**src/rtl/tile_rom_arbiter.sv**
```systemverilog
// Round-robin arbiter sharing one SDRAM tile-ROM read port between three
// level-handshake requesters; one outstanding read at a time.
module tile_rom_arbiter #(
    parameter int ADDR_W = 18,
    parameter int DATA_W = 32
) (
    input  logic              clk,
    input  logic              reset,
    input  logic [2:0]        req,
    input  logic [ADDR_W-1:0] addr0,
    input  logic [ADDR_W-1:0] addr1,
    input  logic [ADDR_W-1:0] addr2,
    output logic [2:0]        valid,
    output logic [DATA_W-1:0] data,
    output logic              sdr_req,
    output logic [ADDR_W-1:0] sdr_addr,
    input  logic [DATA_W-1:0] sdr_data,
    input  logic              sdr_valid,
    output logic [1:0]        dbg_state
);

    // Handshake: a requester holds req[n] and addr<n> level until it sees a
    // one-cycle valid[n]; the SDRAM side holds sdr_req/sdr_addr until a
    // single-cycle sdr_valid, whose sdr_data is captured in that same cycle.
    typedef enum logic [1:0] {
        IDLE = 2'd0,
        BUSY = 2'd1,
        DONE = 2'd2
    } state_t;

    state_t            state;
    logic [1:0]        grant;
    logic [1:0]        ptr;
    logic [1:0]        c0, c1, c2, pick;
    logic [3:0]        req_ext;
    logic [2:0]        grant_onehot;
    logic [ADDR_W-1:0] pick_addr;

    function automatic logic [1:0] next_idx(input logic [1:0] i);
        return (i == 2'd2) ? 2'd0 : i + 2'd1;
    endfunction

    // Scan ptr, ptr+1, ptr+2 (mod 3); the first set request wins.
    always_comb begin
        req_ext      = {1'b0, req};
        c0           = ptr;
        c1           = next_idx(c0);
        c2           = next_idx(c1);
        grant_onehot = 3'b001 << grant;
        if (req_ext[c0])
            pick = c0;
        else if (req_ext[c1])
            pick = c1;
        else
            pick = c2;
        case (pick)
            2'd0:    pick_addr = addr0;
            2'd1:    pick_addr = addr1;
            default: pick_addr = addr2;
        endcase
    end

    always_ff @(posedge clk) begin
        if (reset) begin
            state    <= IDLE;
            grant    <= 2'd0;
            ptr      <= 2'd0;
            valid    <= 3'b000;
            data     <= '0;
            sdr_req  <= 1'b0;
            sdr_addr <= '0;
        end else begin
            valid <= 3'b000;
            case (state)
                IDLE: begin
                    if (|req) begin
                        grant    <= pick;
                        sdr_addr <= pick_addr;
                        sdr_req  <= 1'b1;
                        state    <= BUSY;
                    end
                end
                BUSY: begin
                    if (sdr_valid) begin
                        data    <= sdr_data;
                        // A requester that dropped req mid-read gets no pulse.
                        valid   <= req_ext[grant] ? grant_onehot : 3'b000;
                        sdr_req <= 1'b0;
                        ptr     <= next_idx(grant);
                        state   <= DONE;
                    end
                end
                DONE:    state <= IDLE;
                default: state <= IDLE;
            endcase
        end
    end

    assign dbg_state = state;

endmodule

```
**config.mk**
```make
export PLATFORM = sky130hd
export DESIGN_NAME = tile_rom_arbiter
export DESIGN_NICKNAME = d
export VERILOG_FILES = /design/src/rtl/tile_rom_arbiter.sv
export SDC_FILE = /design/constraint.sdc
export NUM_CORES = 1
export LEC_CHECK = 0
export BUFFER_PORTS_ARGS = -buffer_cell sky130_fd_sc_hd__buf_2
export CORE_UTILIZATION = 40
export CTS_BUF_LIST = sky130_fd_sc_hd__clkbuf_8
export CTS_CLUSTER_SIZE = 20
export DETAILED_ROUTE_END_ITERATION = 10
export PLACE_DENSITY = 0.75
export SLEW_MARGIN = 0
export SYNTH_ARGS = -nofsm -noshare
export SYNTH_HDL_FRONTEND = slang
export SYNTH_SLANG_ARGS = --single-unit
```
**constraint.sdc**
```tcl
create_clock -name clk -period 1.7 [get_ports clk]
set_input_delay 0.34 -clock clk [delete_from_list [all_inputs] [get_ports clk]]
set_output_delay 0.34 -clock clk [all_outputs]
set_load 0.02 [all_outputs]
```
==> metrics.txt, run 1 <==
RSZ-0062 raised after global routing=no; IO Port Bufs=147; number of max-cap violations=0; Worst Slack Setup Final=around 150 ps; vias in the first global route=around 2,500; clk slew on worst S/H paths=~70 ps; most frequent cells in the layout=147 x buf_2, 69 x nand2_1, 60 x dfxtp_1, 45 x a21oi_1, 24 x nor2_1; switching part of the total power=29.8%; Pwr Total=3.55 mW; CP endpoint kind=flop; Fin Clk Skew=about 7.3 ps; Placed Area=roughly 3300 µm²; FF+latch area=roughly 1200 µm²; Gate power share=about 22%; drt drc=0; worst-path fanout max=18; drt via density=a little over 5; Post-Route Utilization=between 50% and 60%; Critical Path AT=approximately 1800 ps; most common cell after layout, fill and taps aside=buf_2; Die X=about 80 µm; number of filler cells placed in the layout=between 500 and 600; first-pass GRT wire length=about 11,000 µm; FP Rows=28; Worst EP required=1900 ps; die height=around 81 µm; gr usage total=22.0%; grt total ovfl=0; DRT Wirelength=6950 µm; initial core utilization=a little over two fifths; post-cts resize count=0; ys flop type=dfxtp_1; largest net degree at the start of global routing=34; initial antenna violation count=0; Clock Latency Late Sink=roughly 330 ps; number of synthesized register bits=60; RD Place Congestion=0.802; syn avg cell area=roughly 8.6 µm²; final worst-path cycle share=between 90% and 100%; Clock Power Share=about a third; Leakage=approximately 1.6 nW; Internal Power=around 2.5 mW; setup repair bufs after CTS=0; Finished Layout Cells=approximately 520; remaining antenna violation count after routing=0; outcome=finished, final reports clean; DP Worst Slack=about 120 ps; layout net count=528; Flop pwr share=44.3%; TritonCTS buffer count=9; startpoint types=flop; synthesized area=approximately 2500 µm²; Worst-Margin Slew=355 ps; type of the most critical hold path=input pin to flop; async set-or-reset flop fraction in the synthesized netlist=0%; Mapped Cells=290; Layout area overhead=41.3%; CORE AREA=5960 µm²; Inst Count DP=500; number of enable flip-flop cells after synthesis=0; Final Hold Viols=0; WHS Path Cells=3; Period minus WS final=roughly 1600 ps; ratio of cells with drive above 1 in the final layout=between 40 and 50%; Power Dens Cells=1010 nW/µm²; Yosys cell types=29; Yosys Warn Count=0; CTS H-Tree Depth=3; HPWL Detailed=~5000 µm; syn nets=between 300 and 400; NetSw=between 1 and 1.5 mW; smallest hold slack=approximately 240 ps; FMAX=644 MHz; routed via count=roughly 2,600; post-synthesis sequential area ratio=48.1%; DR pass1 iterations=4; Antenna diodes=0; reg2reg path depth=5; Sink Count=60; post-route cell area=3530 µm²; max-slew violations=0; Clock Path Buffers=2; Final setup violation count=0; WL/cell=around 13 µm; io pins=between 100 and 150; setup TNS=0 ps; maximum VDD drop=0.752 mV; Root Buffer=clkbuf_8; critical path type=flop to flop; CTS tree=done; area of the multi-input gates=between 1000 and 1500 µm²; initial DRC count=around 130; area of the die=approximately 6600 µm²; Rel. slew slack=76.3%; hold buffers post-CTS=0
-- registers in the layout, indices dropped and copies added, names as in the netlist --
signal / flops
dbg_state: 2
data: 32
sdr_addr: 18
c0: 2
grant: 2
sdr_req: 1
valid: 3
-- final timing paths --
| path | from | to | slack (ps) |
|---|---|---|---|
| min | sdr_data[20] | data[20]$_SDFFE_PP0P_ | 240 |
| min reg2reg | data[19]$_SDFFE_PP0P_ | data[19]$_SDFFE_PP0P_ | 450 |
| max | c0[0]$_SDFFE_PP0P_ | sdr_addr[16]$_SDFFE_PP0P_ | 150 |
| max reg2reg | c0[0]$_SDFFE_PP0P_ | sdr_addr[16]$_SDFFE_PP0P_ | 150 |
-- metal layers --
layer  up-vias  track usage, %  wire [µm]
met3        12            6.63        318
met4         0            8.21        134
met5         -               0          0
met1      1224            23.8       2910
li1       1315               -          -
met2        74            39.9       3590
-- layout make-up --
class / instances / share of cell area, %
Sequential cell: 60 / 34.0
Multi-Input combinational cell: 206 / 33.7
Timing Repair Buffer: 159 / 24.5
Clock buffer: 9 / 3.51
Tap cell: 75 / 2.66
Clock inverter: 7 / 1.70
-- worst max-delay path: stages (launching register included) --
cell and delay, ps:
dfxtp_1 430, or2b_1 260, a32o_1 250, buf_4 210, a21oi_2 180, a211oi_2 80
-- power groups by stage --
stage | clock, mW | sequential [mW] | combinational [mW]
finish | 1.20 | 1.57 | 0.786
global route | 1.29 | 1.59 | 0.857
CTS | 1.23 | 1.57 | 0.792
detailed placement | 0 | 1.60 | 0.788
global placement | 0 | 1.60 | 0.772
floorplan | 0 | 1.72 | 0.358
-- cell families after synthesis --
| kind of cell | share of synthesized area [%] |
|---|---|
| compound gates | 28.1 |
| buf+inv | 4.56 |
| flops | 48.1 |
| simple gates | 19.3 |
-- Yosys cell counts, types with 2 or more instances --
master	n	area share (%)
a211oi_1	8	2.4
a211oi_2	10	5.0
a21oi_1	45	9.0
a21oi_2	10	3.5
a32oi_1	18	6.3
buf_1	3	0.45
buf_2	4	0.80
buf_6	2	0.90
clkbuf_1	14	2.1
dfxtp_1	60	48
nand2_1	69	10
nand3b_1	3	0.90
nor2_1	24	3.6
nor3_1	4	0.80
nor4_1	2	0.50
(Power assumes the default switching activity.)
==> inputs of run 2 (changes only) <==
Settings changed: ABC_AREA set to 1, PLACE_DENSITY 0.75 to 0.73.
==> run 2 against run 1 <==
Against the previous run: the flow now finishes with violations (design-rule violations); clock power grew 7%; first-iteration DRC count down 27%; sequential share of layout area decreased by 1.5 points; core utilization down 1.7 points; fmax up 5.0%; hold slack better by 10 ps; design area rose by 4.7%; synthesized cell count is 40% higher; count of clock-buffer cells in the layout increased by 1; die area grew 8.0%; register-to-register slack improved by 70 ps.
==> metrics.txt, run 2 <==
outcome=finished with violations; failing checks=design-rule violations; flip-flop count of the largest register after layout=32; gr usage total=~20%; CP endpoint kind=flop; RSZ-0062 raised after global routing=no; Post-Route Utilization=57.6%; first-pass GRT wire length=about 12,000 µm; Final setup violation count=0; top cells by count, synth=154 x nand2_1, 60 x dfxtp_1, 44 x nor2_1; NetSw=about 1.2 mW; Clock Power Share=around a third; post-cts resize count=0; Worst EP required=roughly 2000 ps; TritonCTS buffer count=9; smallest hold slack=between 200 and 300 ps; IO Port Bufs=approximately 150; WL/cell=10.7 µm; Leakage=about 2.0 nW; Finished Layout Cells=roughly 640; top-count cell post-synth=nand2_1; post-synthesis compound-gate area fraction=under 10%; area leader, netlist=dfxtp_1; remaining antenna violation count after routing=0; Yosys top cell area share=44.4%; DRT Wirelength=~7000 µm; synthesized area=2700 µm²; type of the most critical hold path=input pin to flop; Synth area leaders=dfxtp_1 44%, nand2_1 21%, a21oi_1 6.9%, nor2_1 6.1%, inv_1 5.7%; switching part of the total power=31.9%; worst-path fanout max=12; Worst Slack Setup Final=around 220 ps; ratio of cells with drive above 1 in the final layout=about a third; critical path type=flop to flop; number of max-cap violations=0; metal3 WL=roughly 370 µm; Gate power share=between 20% and 30%; Inst Count DP=just over 600; area of the die=~7100 µm²; Synth Area in Adders=0%; max-slew violations=0; vias in the first global route=roughly 2,800; FMAX=a little under 700 MHz; async set-or-reset flop fraction in the synthesized netlist=0%; startpoint types=flop; most common cell after layout, fill and taps aside=nand2_1; clk slew on worst S/H paths=70 ps; FF+latch area=~1200 µm²; CTS H-Tree Depth=3; Fin Clk Skew=between 7 and 8 ps; RD Place Congestion=around 0.8; Antenna diodes=0; Clock Latency Late Sink=between 300 and 400 ps; Worst-Margin Slew=between 300 and 400 ps; die height=around 84 µm; largest net degree at the start of global routing=35; layout net count=about 650; number of filler cells placed in the layout=about 660; Root Buffer=clkbuf_8; Top reg by flops=data; Yosys Warn Count=0; Period minus WS final=between 1000 and 1500 ps; hold buffers post-CTS=0; Die X=between 80 and 90 µm; syn avg cell area=6.64 µm²; area of the multi-input gates=1210 µm²; drt via density=approximately 4.6; Sink Count=60; drt drc=6; CORE AREA=about 6400 µm²; Internal Power=2.60 mW; most frequent cells in the layout=154 x nand2_1, 147 x buf_2, 60 x dfxtp_1, 44 x nor2_1, 41 x inv_1; DRT met1 WL=3050 µm; initial antenna violation count=0; Synth Area in Simple Gates=35.8%; Mapped Cells=407; Rel. slew slack=76.1%; post-synthesis sequential area ratio=approximately 44%; DP Worst Slack=approximately 220 ps; syn nets=between 400 and 500; initial DRC count=between 90 and 100; Power Dens Cells=1030 nW/µm²; ys flop type=dfxtp_1; grt total ovfl=0; initial core utilization=a little over two fifths; Layout area overhead=36.9%; Critical Path AT=1750 ps; HPWL Detailed=roughly 5000 µm; main combinational cell family by area after synthesis=simple AND/OR/NAND/NOR gates; number of enable flip-flop cells after synthesis=0; Yosys cell types=23; Post-Synth XOR/XNOR Area=0%; Largest regs=data: 32 flops, sdr_addr: 18 flops, valid: 3 flops; number of synthesized register bits=60; top sig layer=met4; routed via count=slightly below 3,000; Final Hold Viols=0; FP Rows=29; DR pass1 iterations=8; setup repair bufs after CTS=0; Clock Path Buffers=2; maximum VDD drop=approximately 0.54 mV; post-synthesis mux area share=0%; CTS tree=done; met2 wire len=about 3300 µm; Flop pwr share=roughly two fifths; io pins=148; setup TNS=0 ps; final worst-path cycle share=87.0%
-- run 2: changes by cell type after synthesis, sizes merged, moves of 6 or more --
cell / delta
nand2: +89
inv: +43
nand3: +22
nor2: +21
a211oi: -18
a21oi: -18
a32oi: -18
o21ai: +8
clkbuf: -6
-- run 2: final timing paths --
check	start	end	slack, ps	cells past startpoint
setup / recovery	c0[1]$_SDFFE_PP0P_	sdr_addr[10]$_SDFFE_PP0P_	220	10
hold / removal	sdr_data[2]	data[2]$_SDFFE_PP0P_	250	3
setup reg to reg	c0[1]$_SDFFE_PP0P_	sdr_addr[10]$_SDFFE_PP0P_	220	10
hold reg to reg	data[3]$_SDFFE_PP0P_	data[3]$_SDFFE_PP0P_	460	2
-- run 2: layout make-up --
type                            count  area share [%]
Sequential cell                    60            32.5
Tap cell                           77            2.60
Multi-Input combinational cell    283            32.8
Clock inverter                      6            1.73
Inverter                           44            4.47
Clock buffer                       10            3.72
Timing Repair Buffer              155            22.2
-- run 2: logic make-up (layout without fill, tap and decap cells) --
group / count (synthesis) / count (layout)
and+or+nand+nor: 235 / 235
buffers and inverters: 64 / 215
DFF: 60 / 60
AOI/OAI and AO/OA: 48 / 48
-- run 2: critical path, cell delays in order, from the launching register on --
cell and delay, ps:
dfxtp_1 440, nor2_1 100, nand2_1 60, nand2_1 50, nand2_2 80, nand2_4 110
nor2_4 300, nand2_1 100, nand3_1 90, nand2_1 50, inv_1 40
-- run 2: layer usage --
| metal | track usage [%] | up-vias |
|---|---|---|
| met5 | 0 | - |
| met4 | 8.31 | 0 |
| met3 | 5.01 | 6 |
| met2 | 33.9 | 82 |
| met1 | 24.6 | 1273 |
| li1 | - | 1538 |
-- run 2: power groups by stage --
| stage | sequential, mW | combinational, mW | clock (mW) |
|---|---|---|---|
| after global placement | 1.62 | 0.937 | 0 |
| final | 1.59 | 0.947 | 1.28 |
| after detailed placement | 1.62 | 0.951 | 0 |
| after global routing | 1.61 | 1.07 | 1.39 |
| after CTS | 1.59 | 0.956 | 1.32 |
| after floorplan | 1.75 | 0.515 | 0 |
-- run 2: through the flow --
stage	cell area, µm²	power (mW)
2_1_floorplan	2700	2.27
3_3_place_gp	3500	2.56
6_report	3700	3.82
4_1_cts	3700	3.87
5_1_grt	3700	4.07
3_5_place_dp	3500	2.57
==> inputs of run 3 (changes only) <==
Settings changed: CORE_UTILIZATION 40 to 46, PLACE_DENSITY 0.73 to 0.82.
==> run 3 against run 2 <==
Against the previous run: the flow now finishes without violations; global-route usage increased by 4.2 points; non-clock buffer count unchanged; combinational power increased by 2%; critical path type unchanged; highest routed layer unchanged.
==> metrics.txt, run 3 (synthesized netlist as in run 2, its figures left out) <==
outcome=finished, final reports clean; most common cell after layout, fill and taps aside=nand2_1; FP Rows=27; DRT Wirelength=approximately 7200 µm; Final setup violation count=0; area of the die=just over 6000 µm²; post-cts resize count=0; die height=78.7 µm; routed via count=between 2,000 and 3,000; top sig layer=met4; number of max-cap violations=0; io pins=148; HPWL Detailed=5270 µm; CORE AREA=approximately 5600 µm²; Worst EP required=just under 2000 ps; DRT met1 WL=between 2000 and 3000 µm; CTS tree=done; hold buffers post-CTS=0; Post-Route Utilization=between 60% and 70%; Clock Path Buffers=2; Rel. slew slack=between 70% and 80%; ratio of cells with drive above 1 in the final layout=32.6%; final worst-path cycle share=90.1%; Worst-Margin Slew=about 400 ps; setup repair bufs after CTS=0; most frequent cells in the layout=154 x nand2_1, 147 x buf_2, 60 x dfxtp_1, 44 x nor2_1, 42 x inv_1; RSZ-0062 raised after global routing=no; WL/cell=roughly 11 µm; max-slew violations=0; clk slew on worst S/H paths=roughly 60 ps; remaining antenna violation count after routing=0; Critical Path AT=1770 ps; Leakage=between 2 and 2.5 nW; vias in the first global route=around 2,800; Top reg by flops=data; Fin Clk Skew=~2.8 ps; CTS H-Tree Depth=3; Root Buffer=clkbuf_8; flip-flop count of the largest register after layout=32; Layout area overhead=37.6%; first-pass GRT wire length=~12,000 µm; Die X=~79 µm; RD Place Congestion=between 0.8 and 0.9; Period minus WS final=roughly 1500 ps; Sink Count=60; Power Dens Cells=between 1000 and 1500 nW/µm²; drt via density=~4.7; Final Hold Viols=0; setup TNS=0 ps; layout net count=between 600 and 700; gr usage total=24.3%; smallest hold slack=~240 ps; TritonCTS buffer count=9; DR pass1 iterations=4; met2 wire len=roughly 3800 µm; Antenna diodes=0; drt drc=0; initial antenna violation count=0; IO Port Bufs=between 100 and 150; maximum VDD drop=about 0.73 mV; FMAX=~650 MHz; startpoint types=flop; type of the most critical hold path=input pin to flop; largest net degree at the start of global routing=37; Clock Latency Late Sink=approximately 340 ps; initial DRC count=slightly above 90; worst-path fanout max=13; metal3 WL=about 420 µm; Largest regs=data: 32 flops, sdr_addr: 18 flops, valid: 3 flops; initial core utilization=48.5%; critical path type=flop to flop; CP endpoint kind=flop; grt total ovfl=0
[run 3: report_power, final]
group          switching (mW)  internal (mW)  total (mW)
Combinational           0.598          0.368       0.965
Clock                   0.533          0.851        1.38
Sequential             0.0642           1.53        1.59
Total                    1.20           2.75        3.94
[run 3: final cells by class]
| type | instances | area (µm²) |
|---|---|---|
| clock buffers | 10 | 138 |
| clock inverters | 6 | 78.8 |
| fillers | 516 | 1850 |
| inverters | 44 | 165 |
| multi-input cells | 283 | 1210 |
| flip-flops and latches | 60 | 1200 |
| well taps | 72 | 90.1 |
| repair buffers | 155 | 833 |
[run 3: final timing paths]
path                              endpoint  slack, ps                       from  depth (start not counted)
hold / removal       data[30]$_SDFFE_PP0P_        240               sdr_data[30]                          3
setup reg to reg  sdr_addr[0]$_SDFFE_PP0P_        170  dbg_state[0]$_SDFFE_PP0P_                          7
hold reg to reg       data[0]$_SDFFE_PP0P_        460       data[0]$_SDFFE_PP0P_                          2
setup / recovery  sdr_addr[0]$_SDFFE_PP0P_        170  dbg_state[0]$_SDFFE_PP0P_                          7
[run 3: layer usage]
layer  vias to the layer above  global-route usage [%]
met5                         -                       0
met4                         0                    12.2
li1                       1536                       -
met3                        17                    8.60
met1                      1344                    23.6
met2                        95                    44.7
[run 3: per-stage QoR]
stage                     setup slack (ps)  instances  cell area (µm²)  power, mW
after floorplan                        309        407             2700       2.27
after global placement                 243        614             3500       2.56
after detailed placement               170        614             3500       2.59
after CTS                              161        630             3720       3.98
after global routing                  10.7        630             3720       4.16
final                                  168        630             3720       3.94
[run 3: worst max-delay path, stage by stage (launching register included)]
cell     delay (ps)
dfxtp_1         320
or2_0           230
nor2_2          250
nand3_2         310
nand2_1         150
nand3_1          80
nand2_1          70
inv_1            40
